`src/rtl/nvram_upload.sv`:
```
`default_nettype none
// ============================================================================
//  Module   : nvram_upload
//  Brief    : Serves HPS ioctl_upload reads of the NVRAM image from the core's
//             NVRAM dual-port RAM. The core is held paused for the whole
//             upload so the image is a coherent snapshot.
//  Options  : NVRAM_DIRTY_EN - track NVRAM modification since the last
//             complete upload; when undefined, dirty is tied to 1.
//  Revision : 1.0 - initial release
// ============================================================================
module nvram_upload #(
  parameter int AW     = 9,   // NVRAM address width, image = 2^AW bytes
  parameter int INDEX  = 4,   // ioctl_index value selecting the NVRAM image
  parameter int SETTLE = 4    // cycles after pause_ack before serving (1..15)
) (
  input  logic          clk_sys,
  input  logic          reset,
  input  logic          ioctl_upload,
  input  logic [7:0]    ioctl_index,
  input  logic          ioctl_rd,
  input  logic [24:0]   ioctl_addr,
  output logic [7:0]    ioctl_din,
  output logic [AW-1:0] ram_addr,
  output logic          ram_rd,
  input  logic [7:0]    ram_q,
  input  logic          nvram_wr,
  output logic          pause_req,
  input  logic          pause_ack,
  output logic          busy,
  output logic          dirty
);

  localparam logic [7:0] C_INDEX       = 8'(INDEX);
  localparam logic [3:0] C_SETTLE_LOAD = 4'(SETTLE - 1);
  // READY waits this many cycles after leaving SETTLE before the first
  // read, so the first response has a fixed latency from READY entry.
  localparam logic [1:0] C_WARM_LOAD   = 2'd2;

  typedef enum logic [2:0] {
    S_IDLE   = 3'd0,
    S_PAUSE  = 3'd1,
    S_SETTLE = 3'd2,
    S_READY  = 3'd3,
    S_FETCH  = 3'd4,
    S_LATCH  = 3'd5
  } state_t;

  state_t      state_q, state_d;
  logic [3:0]  cnt_q, cnt_d;
  logic [1:0]  warm_q, warm_d;
  logic        pend_vld_q, pend_vld_d;
  logic [24:0] pend_addr_q, pend_addr_d;
  logic        req_oor_q, req_oor_d;
  logic [7:0]  din_q, din_d;
  logic        active_q, active_d;

`ifdef NVRAM_DIRTY_EN
  logic        req_first_q, req_first_d;
  logic        req_last_q, req_last_d;
  logic        first_hit_q, first_hit_d;
  logic        last_hit_q, last_hit_d;
  logic        dirty_q, dirty_d;
`endif

  // Request decode and RAM read port (combinational so ram_rd aligns with
  // the strobe cycle). A fresh strobe beats a pending entry: last address wins.
  logic        w_sel;
  logic [24:0] w_srv_addr;
  logic        w_srv_oor;
  logic        w_serve;
  logic        w_capture;

  assign w_sel      = ioctl_upload && (ioctl_index == C_INDEX);
  assign w_srv_addr = ioctl_rd ? ioctl_addr : pend_addr_q;
  assign w_srv_oor  = |w_srv_addr[24:AW];
  assign w_serve    = (state_q == S_READY) && w_sel && (warm_q == 2'd0) &&
                      (ioctl_rd || pend_vld_q);
  assign w_capture  = ioctl_rd && w_sel &&
                      ((state_q == S_PAUSE) || (state_q == S_SETTLE) ||
                       (state_q == S_FETCH) || (state_q == S_LATCH) ||
                       ((state_q == S_READY) && (warm_q != 2'd0)));

  assign ram_rd    = w_serve && !w_srv_oor;
  assign ram_addr  = ram_rd ? w_srv_addr[AW-1:0] : '0;
  assign ioctl_din = din_q;
  assign pause_req = active_q;
  assign busy      = active_q;

`ifdef NVRAM_DIRTY_EN
  assign dirty = dirty_q;
`else
  assign dirty = 1'b1;
  logic w_unused;
  assign w_unused = nvram_wr;
`endif

  // Next-state, pending slot, response data and dirty/coverage tracking.
  always_comb begin
    state_d     = state_q;
    cnt_d       = cnt_q;
    warm_d      = warm_q;
    pend_vld_d  = pend_vld_q;
    pend_addr_d = pend_addr_q;
    req_oor_d   = req_oor_q;
    din_d       = din_q;
`ifdef NVRAM_DIRTY_EN
    req_first_d = req_first_q;
    req_last_d  = req_last_q;
    first_hit_d = first_hit_q;
    last_hit_d  = last_hit_q;
    dirty_d     = dirty_q;
`endif

    case (state_q)
      S_IDLE: begin
        if (w_sel) begin
          state_d    = S_PAUSE;
          pend_vld_d = 1'b0;
`ifdef NVRAM_DIRTY_EN
          first_hit_d = 1'b0;
          last_hit_d  = 1'b0;
`endif
        end
      end
      S_PAUSE: begin
        if (pause_ack) begin
          state_d = S_SETTLE;
          cnt_d   = C_SETTLE_LOAD;
        end
      end
      S_SETTLE: begin
        if (cnt_q == 4'd0) begin
          state_d = S_READY;
          warm_d  = C_WARM_LOAD;
        end else begin
          cnt_d = cnt_q - 4'd1;
        end
      end
      S_READY: begin
        if (warm_q != 2'd0) begin
          warm_d = warm_q - 2'd1;
        end else if (w_serve) begin
          state_d    = S_FETCH;
          req_oor_d  = w_srv_oor;
          pend_vld_d = 1'b0;
`ifdef NVRAM_DIRTY_EN
          req_first_d = (w_srv_addr == 25'd0);
          req_last_d  = !w_srv_oor && (w_srv_addr[AW-1:0] == {AW{1'b1}});
`endif
        end
      end
      S_FETCH: begin
        // Out-of-range reads skip the RAM but keep the same latency.
        state_d = S_LATCH;
        din_d   = req_oor_q ? 8'hFF : ram_q;
`ifdef NVRAM_DIRTY_EN
        if (req_first_q) first_hit_d = 1'b1;
        if (req_last_q && first_hit_q) last_hit_d = 1'b1;
`endif
      end
      S_LATCH: begin
        state_d = S_READY;
      end
      default: begin
        state_d = S_IDLE;
      end
    endcase

    // Strobes that cannot be served right now park in the one-entry slot.
    if (w_capture) begin
      pend_vld_d  = 1'b1;
      pend_addr_d = ioctl_addr;
    end

    // Losing the selection (upload end or index change) aborts the session.
    if ((state_q != S_IDLE) && !w_sel) begin
      state_d    = S_IDLE;
      pend_vld_d = 1'b0;
`ifdef NVRAM_DIRTY_EN
      first_hit_d = 1'b0;
      last_hit_d  = 1'b0;
      if (last_hit_q) dirty_d = 1'b0;
`endif
    end

`ifdef NVRAM_DIRTY_EN
    // A write on the clearing cycle keeps the image marked modified.
    if (nvram_wr) dirty_d = 1'b1;
`endif

    active_d = (state_d != S_IDLE);
  end

  // State and datapath registers with synchronous reset.
  always_ff @(posedge clk_sys) begin
    if (reset) begin
      state_q     <= S_IDLE;
      cnt_q       <= 4'd0;
      warm_q      <= 2'd0;
      pend_vld_q  <= 1'b0;
      pend_addr_q <= 25'd0;
      req_oor_q   <= 1'b0;
      din_q       <= 8'd0;
      active_q    <= 1'b0;
    end else begin
      state_q     <= state_d;
      cnt_q       <= cnt_d;
      warm_q      <= warm_d;
      pend_vld_q  <= pend_vld_d;
      pend_addr_q <= pend_addr_d;
      req_oor_q   <= req_oor_d;
      din_q       <= din_d;
      active_q    <= active_d;
    end
  end

`ifdef NVRAM_DIRTY_EN
  // Coverage flags and dirty flag.
  always_ff @(posedge clk_sys) begin
    if (reset) begin
      req_first_q <= 1'b0;
      req_last_q  <= 1'b0;
      first_hit_q <= 1'b0;
      last_hit_q  <= 1'b0;
      dirty_q     <= 1'b0;
    end else begin
      req_first_q <= req_first_d;
      req_last_q  <= req_last_d;
      first_hit_q <= first_hit_d;
      last_hit_q  <= last_hit_d;
      dirty_q     <= dirty_d;
    end
  end
`endif

endmodule
`default_nettype wire

```
`config.mk`:
```
export PLATFORM = sky130hd
export DESIGN_NAME = nvram_upload
export DESIGN_NICKNAME = d
export VERILOG_FILES = /design/src/rtl/nvram_upload.sv
export SDC_FILE = /design/constraint.sdc
export NUM_CORES = 1
export LEC_CHECK = 0
export ABC_AREA = 1
export CORE_MARGIN = 1
export CORE_UTILIZATION = 47
export DETAILED_ROUTE_END_ITERATION = 10
export PLACE_DENSITY = 0.8
export SLEW_MARGIN = 20
export SYNTH_ARGS = -nofsm -noshare
export SYNTH_HDL_FRONTEND = slang
export SYNTH_SLANG_ARGS = --single-unit
```
`constraint.sdc`:
```
create_clock -name clk_sys -period 1.7 [get_ports clk_sys]
set_input_delay 0.34 -clock clk_sys [delete_from_list [all_inputs] [get_ports clk_sys]]
set_output_delay 0.34 -clock clk_sys [all_outputs]
set_load 0.02 [all_outputs]
```
Word-level counts from Yosys, hierarchy flattened:

Index checks and enable logic that the tools add are counted.

* word-level logic and storage cells: 76
* bits in registers: 45
* bits of input ports: 47
* output and inout port bits: 21

* multiplexer cells: 21
* reduce and logical (&&, ||, !) cells: 31
* equal/unequal tests: 13
* bitwise gates (word level): 1
* add/sub/neg operators: 2

Operator list (number)
* $mux 25: 1
* $mux 3: 6
* $pmux 3 s6: 1
* $reduce_or 16->1: 1
* $logic_and 1x1->1: 9
* $mux 9: 1
* $ne 3x3->1 const B: 3
* $reduce_and 3->1: 3
* $reduce_bool 3->1: 3
* $eq 8x3->1 const B: 1
* $mux 4: 2
* $mux 8: 1
* $pmux 4 s2: 1
* $eq 3x2->1 const B: 2
* $eq 3x3->1 const B: 2
* $reduce_bool 2->1: 3
* $logic_or 1x1->1: 5
* $logic_not 4->1: 1
* $mux 1: 4
* $mux 2: 2
* $ne 2x1->1 const B: 2
* $ne 2x2->1 const B: 2
* $pmux 2 s2: 1
* $reduce_and 4->1: 1
* other kinds (9): 10

Longest topological paths before layout:

Gate-level depths: netlist of run 1.

* depth in word-level cells: 10
* mapped depth: 10
* mapped depth without buffers: 10

Least setup slack after synthesis of run 1:

No wires, ideal clock.

* kind: flip-flop to output port
* from: reg warm_q[0]
* to: out ram_addr[0]
* data required time: 1.360 ns
* arrival: 1.412 ns
* buffers on the path: 0
* path slack: -0.052 ns
* stages on the path, launching flop included: 8
* cell sequence: dfxtp_1 inv_1 ha_1 o21ai_0 nor2_1 nand2_1 nand3b_4 nor2_1

* longest elaborated chain between the ends: 5

Ends and longest elaborated chain
* start: declaration: line 50 `logic [1:0] warm_q, warm_d;`
* start signal: assignment: line 208 `warm_q <= warm_d;`
* $logic_not 2->1: line 76 `assign w_serve = (state_q == S_READY) && w_sel && (warm_q == 2'd0) &&`
* $logic_and 1x1->1 (2 in series): line 76
* $logic_and 1x1->1: line 83 `assign ram_rd = w_serve && !w_srv_oor;`
* $mux 9: line 84 `assign ram_addr = ram_rd ? w_srv_addr[AW-1:0] : '0;`
* end: declaration: line 23 `output logic [AW-1:0] ram_addr,`

No other way between the ends.

Worst setup path after layout of run 1:

* from: reg pend_addr_q[11]
* to: out ram_addr[0]

* longest elaborated chain between the ends: 5

Ends and longest elaborated chain
* start: declaration: line 52 `logic [24:0] pend_addr_q, pend_addr_d;`
* start signal: assignment: line 210 `pend_addr_q <= pend_addr_d;`
* $mux 25: line 74 `assign w_srv_addr = ioctl_rd ? ioctl_addr : pend_addr_q;`
* $reduce_or 16->1: line 75 `assign w_srv_oor = |w_srv_addr[24:AW];`
* $logic_not 1->1: line 83
* $logic_and 1x1->1: line 83
* $mux 9: line 84

No other way between the ends.

==> impl_results.md, run 1 <==
* # clock sinks at 45
* CP delay by family, top: simple AND/OR/NAND/NOR gates
* Largest incremental delay on the critical path at 0.32 ns
* Count of final setup violators at 11
* Reg area at 906 µm²
* Hold/Removal Path Class: input port to register
* Inst Count DP at 451
* Crit path max fanout at 5
* Seq pwr share at 55.6%
* Area Overhead vs Synth at 50.8%
* Required time worst endpoint at 1.36 ns
* IO Pins at 68
* Fillers at 349
* Global Route Usage Sum at 24.6%
* Synth unique cells at 24
* Placer Congestion at 0.840
* Post-Synthesis Cells at 321
* PortBufs at 65
* Die area at 5000 µm²
* Post-Synth Simple-Gate Area at 33.7%
* Switching part of the total at 23.2%
* Buf/Inv on CP at 1
* Multi-input gate area at 1250 µm²
* Reg2reg end: req_oor_q$_SDFFE_PP0P_
* Core area at 4440 µm²
* R2r setup slk at -0.21 ns
* Max transition margin at 64.3%
* Syn Nets at 371
* Commonest non-fill, non-tap cell in the layout: nor2_1
* GR Overflow Total at 0
* Hold path endpoint: pend_addr_q[16]$_SDFFE_PP0P_
* Final hold vios at 0
* Net Sw Power at 440 µW
* Most frequent cells in the layout: nor2_1, dfxtp_1, nand2_1
* Clock Latency Late Sink at 0.30 ns
* Die Wd at 70.7 µm
* Largest net degree at the start of global routing at 22
* P_int at 1.46 mW
* Clk pwr share at 34.5%
* Fin crit period at 1.96 ns
* RSZ-0062 raised after global routing: yes
* Critical Path AT at 1.62 ns
* Mean Syn Cell Area at 6.91 µm²
* Syn Std Cell Area at 2220 µm²
* Final period utilization at 115%
* Hold Crit Depth at 3
* Avg Vias per Cell at 5.23
* Sequential-to-total area share from yosys stat at 40.6%
* Maximum vdd drop at 0.419 mV
* Initial core utilization at 49.9%
* Largest family of logic cells by synthesized area: simple AND/OR/NAND/NOR gates
* Clk root buf: clkbuf_8
* Post-Synth Adder-Cell Area at 1.69%
* Detailed Place HPWL at 3.94 mm
* Setup ws final at -0.256 ns
* Crit Reg-Reg Startpoint: pend_addr_q[11]$_SDFFE_PP0P_
* Critical Path, Cell by Cell: nor2_1 > nand4_1 > o21ai_4 > nand3b_4 > nor2_2 > buf_4
* Run status: finished, violations left
* Cts hold-fix bufs at 0
* Number of synthesis warnings at 0
* Overall routed net length at 5.92 mm
* Clock transition at path regs at 0.08 ns
* Post-synthesis mux area share at 4.06%
* Combinational power share at 9.9%
* HP Start: ioctl_addr[16]
* Post-Synth XOR/XNOR Area at 0%
* Place WS at -0.910 ns
* CTS buffer count at 5
* Drt pass-1 iters at 8
* Core Rows at 24
* Via count at 2456
* Diode count at 0
* Layout cells sized above 1 at 21.1%
* Slew @ Worst Pin at 0.535 ns
* Synth Area in Compound Gates at 11.6%
* Worst Skew at 0.00812 ns
* Worst setup EP type: primary output
* Nets at 467
* Cell Count, Final, Fillers Out at 470
* Antenna violations before repair at 0
* Final Max Tran Viols at 0
* DR iter-0 viols at 149
* PD cells at 567 nW/µm²
* Vias in the first global route at 2352
* Fmax at 511 MHz
* TritonCTS clock tree: done
* Htree depth at 2
* Chip Height at 70.7 µm
* First-pass GRT wire length at 9.96 mm
* Setup CP Type: register to primary output
* Post-DRT Antenna Nets at 0
* Startpoint class of the critical path: register
* Yosys reg bits at 45
* Leakage at 1.53 nW
* Number of max-cap violations at 0
* Wire length per cell at 12.6 µm
* Reg2reg path depth at 13
* Violated checks: design-rule violations, negative setup slack
* CP max stage cell: dfxtp_1
* Residual DRC at 9
* Clock Tree Buf Depth at 2
flip-flops by register name, indices dropped and copies added (netlist names):
register,cells
pend_addr_q,25
ioctl_din,8
cnt_q,4
state_q,3
warm_q,2
busy,1
pend_vld_q,1
req_oor_q,1
metrics by stage:
step / total power [mW] / hold WS (ns) / instance area (µm²) / util (%) / TNS (ns)
finish: 1.90 / 0.438 / 3340 / 75.3 / -2.46
global route: 1.97 / 0.459 / 3340 / 75.3 / -3.29
detailed placement: 1.28 / 0.456 / 3090 / 69.4 / -17.18
CTS: 1.90 / 0.432 / 3280 / 73.9 / -2.19
global placement: 1.28 / 0.446 / 3090 / 69.4 / -15.58
floorplan: 1.13 / 0.409 / 2220 / - / -0.467
worst min-delay path: stages:
cell and delay (ns):
dlygate4sd2_1 0.21, nor3_1 0.05, nor2_1 0.09
cell usage after synthesis:
cell type | count | share of area, %
a21oi_1 | 8 | 1.8
a31oi_1 | 2 | 0.56
buf_1 | 2 | 0.34
buf_2 | 4 | 0.90
buf_4 | 2 | 0.68
buf_6 | 2 | 1.0
clkbuf_1 | 5 | 0.85
conb_1 | 1 | 0.17
dfxtp_1 | 45 | 41
ha_1 | 3 | 1.7
inv_1 | 25 | 4.2
inv_2 | 1 | 0.17
mux2i_1 | 9 | 4.1
nand2_1 | 39 | 6.6
nand2_2 | 1 | 0.28
nand3_1 | 7 | 1.6
nand3b_4 | 1 | 0.90
nand4_1 | 5 | 1.4
nor2_1 | 82 | 14
nor2_2 | 1 | 0.28
nor2_4 | 3 | 1.5
nor3_1 | 32 | 7.2
o21ai_0 | 20 | 4.5
o21ai_1 | 21 | 4.7
timing repair:
| action | 4_1_cts | 5_1_grt |
|---|---|---|
| endpoints found under the setup margin | 35 | 30 |
| gates cloned | 2 | 0 |
| gates resized for setup | 107 | 16 |
| pin swaps | 31 | 5 |
| setup buffers | 8 | 1 |
area by class of cell:
type | count | share of cell area [%]
multi-input combinational | 237 | 37.4
timing repair buffer | 102 | 28.1
clock inverter | 1 | 0.224
tap | 52 | 1.95
inverter | 26 | 2.92
clock buffer | 7 | 2.28
sequential | 45 | 27.1
worst max path at each step:
| stage | startpoint | endpoint | slack, ns | depth (start not counted) |
|---|---|---|---|---|
| after floorplan | warm_q[0]$_SDFFE_PP0P_ | ram_addr[0] | -0.05 | 7 |
| after global placement | ioctl_index[2] | ram_addr[3] | -0.87 | 9 |
| after detailed placement | ioctl_index[2] | ram_addr[2] | -0.91 | 9 |
| after CTS | pend_addr_q[18]$_SDFFE_PP0P_ | ram_addr[0] | -0.25 | 6 |
| after global routing | pend_addr_q[18]$_SDFFE_PP0P_ | ram_addr[0] | -0.33 | 6 |
| final | pend_addr_q[11]$_SDFFE_PP0P_ | ram_addr[0] | -0.26 | 6 |
power by group through the flow:
stage	clock, mW	combinational (mW)	sequential, mW
finish	0.653	0.189	1.05
global route	0.713	0.206	1.05
CTS	0.663	0.185	1.05
detailed placement	0	0.201	1.08
global placement	0	0.200	1.08
floorplan	0	0.0533	1.08
kinds of logic after synthesis:
kind of cell / count (synthesis)
AND/OR/NAND/NOR: 171
AO/OA/AOI/OAI: 51
flip-flops: 45
buffers and inverters: 41
multiplexers: 9
adder cells (fa/ha/maj): 3
other: 1
metal layers:
| layer | track usage (%) | wire (µm) | vias up |
|---|---|---|---|
| met2 | 43.5 | 2950 | 65 |
| met1 | 30.3 | 2600 | 1146 |
| met4 | 6.89 | 60 | 0 |
| li1 | - | - | 1239 |
| met5 | 0 | 0 | - |
| met3 | 5.27 | 311 | 6 |
No activity file was read; power rests on OpenSTA's default activity.
==> inputs of run 2 (changes only) <==
- CAP_MARGIN: unset -> 20
- CORE_ASPECT_RATIO: unset -> 1.4
==> run 2 against run 1 <==
  * Clock skew is 0.00053 ns higher
  * The run ends with negative setup slack left
  * Largest cell class unchanged
  * Worst setup slack worse by 0.039 ns
  * Combinational power is 6% higher
  * Hold slack worse by 0.017 ns
  * Clock power is 46% higher
  * Total power is 16% higher
  * Global-route usage is 0.67 points higher
==> impl_results.md, run 2 (same netlist as run 1, synthesis figures left out) <==
* Global Route Usage Sum at 25.3% (+0.67 points)
* Chip Height at 83.3 µm (+18%)
* Placer Congestion at 0.874 (+4.1%)
* Count of final setup violators at 10 (-1)
* Fillers at 347 (-0.57%)
* GR Overflow Total at 0 (unchanged)
* Setup_tns at -2.63 ns (-0.166 ns)
* Wire length per cell at 12.7 µm (+0.71%)
* Leakage at 1.53 nW (+0.23%)
* Hold slack final at 0.421 ns (-0.0168 ns)
* Inst Count DP at 466 (+3.3%)
* Largest net degree at the start of global routing at 26 (+18%)
* Detailed Place HPWL at 4.25 mm (+7.7%)
* Violated checks: negative setup slack
* Maximum vdd drop at 0.737 mV (+76%)
* Htree depth at 2 (unchanged)
* Overall routed net length at 6.04 mm (+2.0%)
* Avg Vias per Cell at 5.11 (-2.2%)
* Initial core utilization at 48.9% (-1.0 points)
* PortBufs at 65 (unchanged)
* Startpoint class of the critical path: register
* Die area at 5000 µm² (about the same)
* Clock Latency Late Sink at 0.30 ns (about the same)
* Commonest non-fill, non-tap cell in the layout: nor2_1
* Post-DRT Antenna Nets at 0 (unchanged)
* Drt pass-1 iters at 4 (-4)
* Setup CP Type: register to primary output
* Tot Pwr at 2.21 mW (+16%)
* First-pass GRT wire length at 9.89 mm (-0.76%)
* Via count at 2433 (-0.94%)
* Reg2reg end: pend_addr_q[0]$_SDFFE_PP0P_
* Residual DRC at 0 (-9)
* Area Overhead vs Synth at 52.5%
* Nets at 463 (-0.86%)
* CTS buffer count at 5 (unchanged)
* Most frequent cells in the layout: nor2_1, dfxtp_1, nand2_1
* R2r setup slk at 0.17 ns (+0.38 ns)
* Hold/Removal Path Class: input port to register
* End point of the critical path: ram_addr[8]
* Number of max-cap violations at 0 (unchanged)
* Core Rows at 29 (+21%)
* Crit path max fanout at 5 (unchanged)
* Setup ws final at -0.296 ns (-0.0391 ns)
* Run status: finished, violations left
* TritonCTS clock tree: done
* Required time worst endpoint at 1.36 ns (about the same)
* Final period utilization at 117% (+2.3 points)
* # clock sinks at 45 (unchanged)
* Cell Count, Final, Fillers Out at 476 (+1.3%)
* Clock Tree Buf Depth at 2 (unchanged)
* Critical Path AT at 1.66 ns (+0.04 ns)
* Core area at 4540 µm² (+2.1%)
* Final Max Tran Viols at 0 (unchanged)
* IO Pins at 68 (unchanged)
* Vias in the first global route at 2381 (+1.2%)
* Clk root buf: clkbuf_8
* Crit Reg-Reg Startpoint: state_q[0]$_SDFF_PP0_
* Layout cells sized above 1 at 22.0% (+0.93 points)
* Flip-flop count of the largest register after layout at 25 (unchanged)
* Largest register by flop count: pend_addr_q
* PD cells at 652 nW/µm² (+15%)
* DR iter-0 viols at 93 (-38%)
* Final hold vios at 0 (unchanged)
* Worst Skew at 0.00864 ns (+0.000528 ns)
* Worst setup EP type: primary output
* RSZ-0062 raised after global routing: yes
* Cts hold-fix bufs at 0 (unchanged)
* Reg2reg path depth at 9 (-4)
* Die Wd at 60.1 µm (-15%)
* Diode count at 0 (unchanged)
* Fin crit period at 2.00 ns (+0.0391 ns)
* Clock transition at path regs at 0.08 ns (about the same)
* Final core occ at 74.6% (-0.66 points)
* Fmax at 501 MHz (-2.0%)
* Critical path origin: warm_q[0]$_SDFFE_PP0P_
* Antenna violations before repair at 0 (unchanged)
-- run 2: cell count changes in the layout (fill, tap and decap cells not counted), sizes merged --
cell | previous run | this run
clkinv | 0 | 1
buf | 47 | 44
clkinvlp | 1 | 0
nor2 | 87 | 86
clkbuf | 7 | 5
bufinv | 0 | 2
-- run 2: area by class of cell --
class                      instances  area, µm²  share of cell area (%)
clock buffer                       5       68.8                    2.03
clock inverter                     3       65.1                    1.92
inverter                          26       97.6                    2.88
multi-input combinational        236       1260                    37.3
sequential                        45        910                    26.9
tap                               62       77.6                    2.29
timing repair buffer              99        903                    26.7
-- run 2: repair_timing --
item | CTS | global route
gates resized for setup | 101 | 26
pin swaps | 25 | 11
cloned | 1 | 0
setup endpoints to repair | 12 | 13
buffers inserted | 0 | 1
-- run 2: metrics by stage --
stage	cell area, µm²	setup WS [ns]
after floorplan	2220	-0.0519
after global placement	3140	-0.853
after detailed placement	3140	-0.900
after CTS	3300	-0.239
after global routing	3380	-0.346
final	3380	-0.296
-- run 2: layer usage --
layer	GRT usage [%]	up-vias	wire (µm)
li1	-	1230	-
met1	27.2	1120	2330
met2	46.2	71	3350
met3	4.98	12	261
met4	9.51	0	100
met5	0	-	0
-- run 2: worst min-delay path by stage --
stage	cells after the start	start	to	slack [ns]
after global placement	2	pend_vld_q$_SDFFE_PP0P_	pend_vld_q$_SDFFE_PP0P_	0.46
final	3	ioctl_addr[13]	pend_addr_q[13]$_SDFFE_PP0P_	0.42
after global routing	3	ioctl_addr[13]	pend_addr_q[13]$_SDFFE_PP0P_	0.45
after floorplan	1	reset	cnt_q[0]$_SDFFE_PP0P_	0.41
after CTS	3	ioctl_addr[13]	pend_addr_q[13]$_SDFFE_PP0P_	0.42
after detailed placement	2	pend_vld_q$_SDFFE_PP0P_	pend_vld_q$_SDFFE_PP0P_	0.47
-- run 2: worst max-delay path: stages, from the launching register on --
cell,delay [ns]
dfxtp_2,0.33
inv_2,0.07
ha_4,0.14
o21ai_2,0.05
nor2_2,0.14
nand2_2,0.11
nand3b_4,0.24
nor2_1,0.13
buf_4,0.15
-- run 2: power by group --
part           total (mW)  leakage, nW  internal, mW  switching (mW)
Clock               0.953       0.0681         0.584           0.369
Combinational       0.200         1.10         0.118          0.0829
Sequential           1.05        0.366          1.05        0.000299
Total                2.21         1.53          1.75           0.452
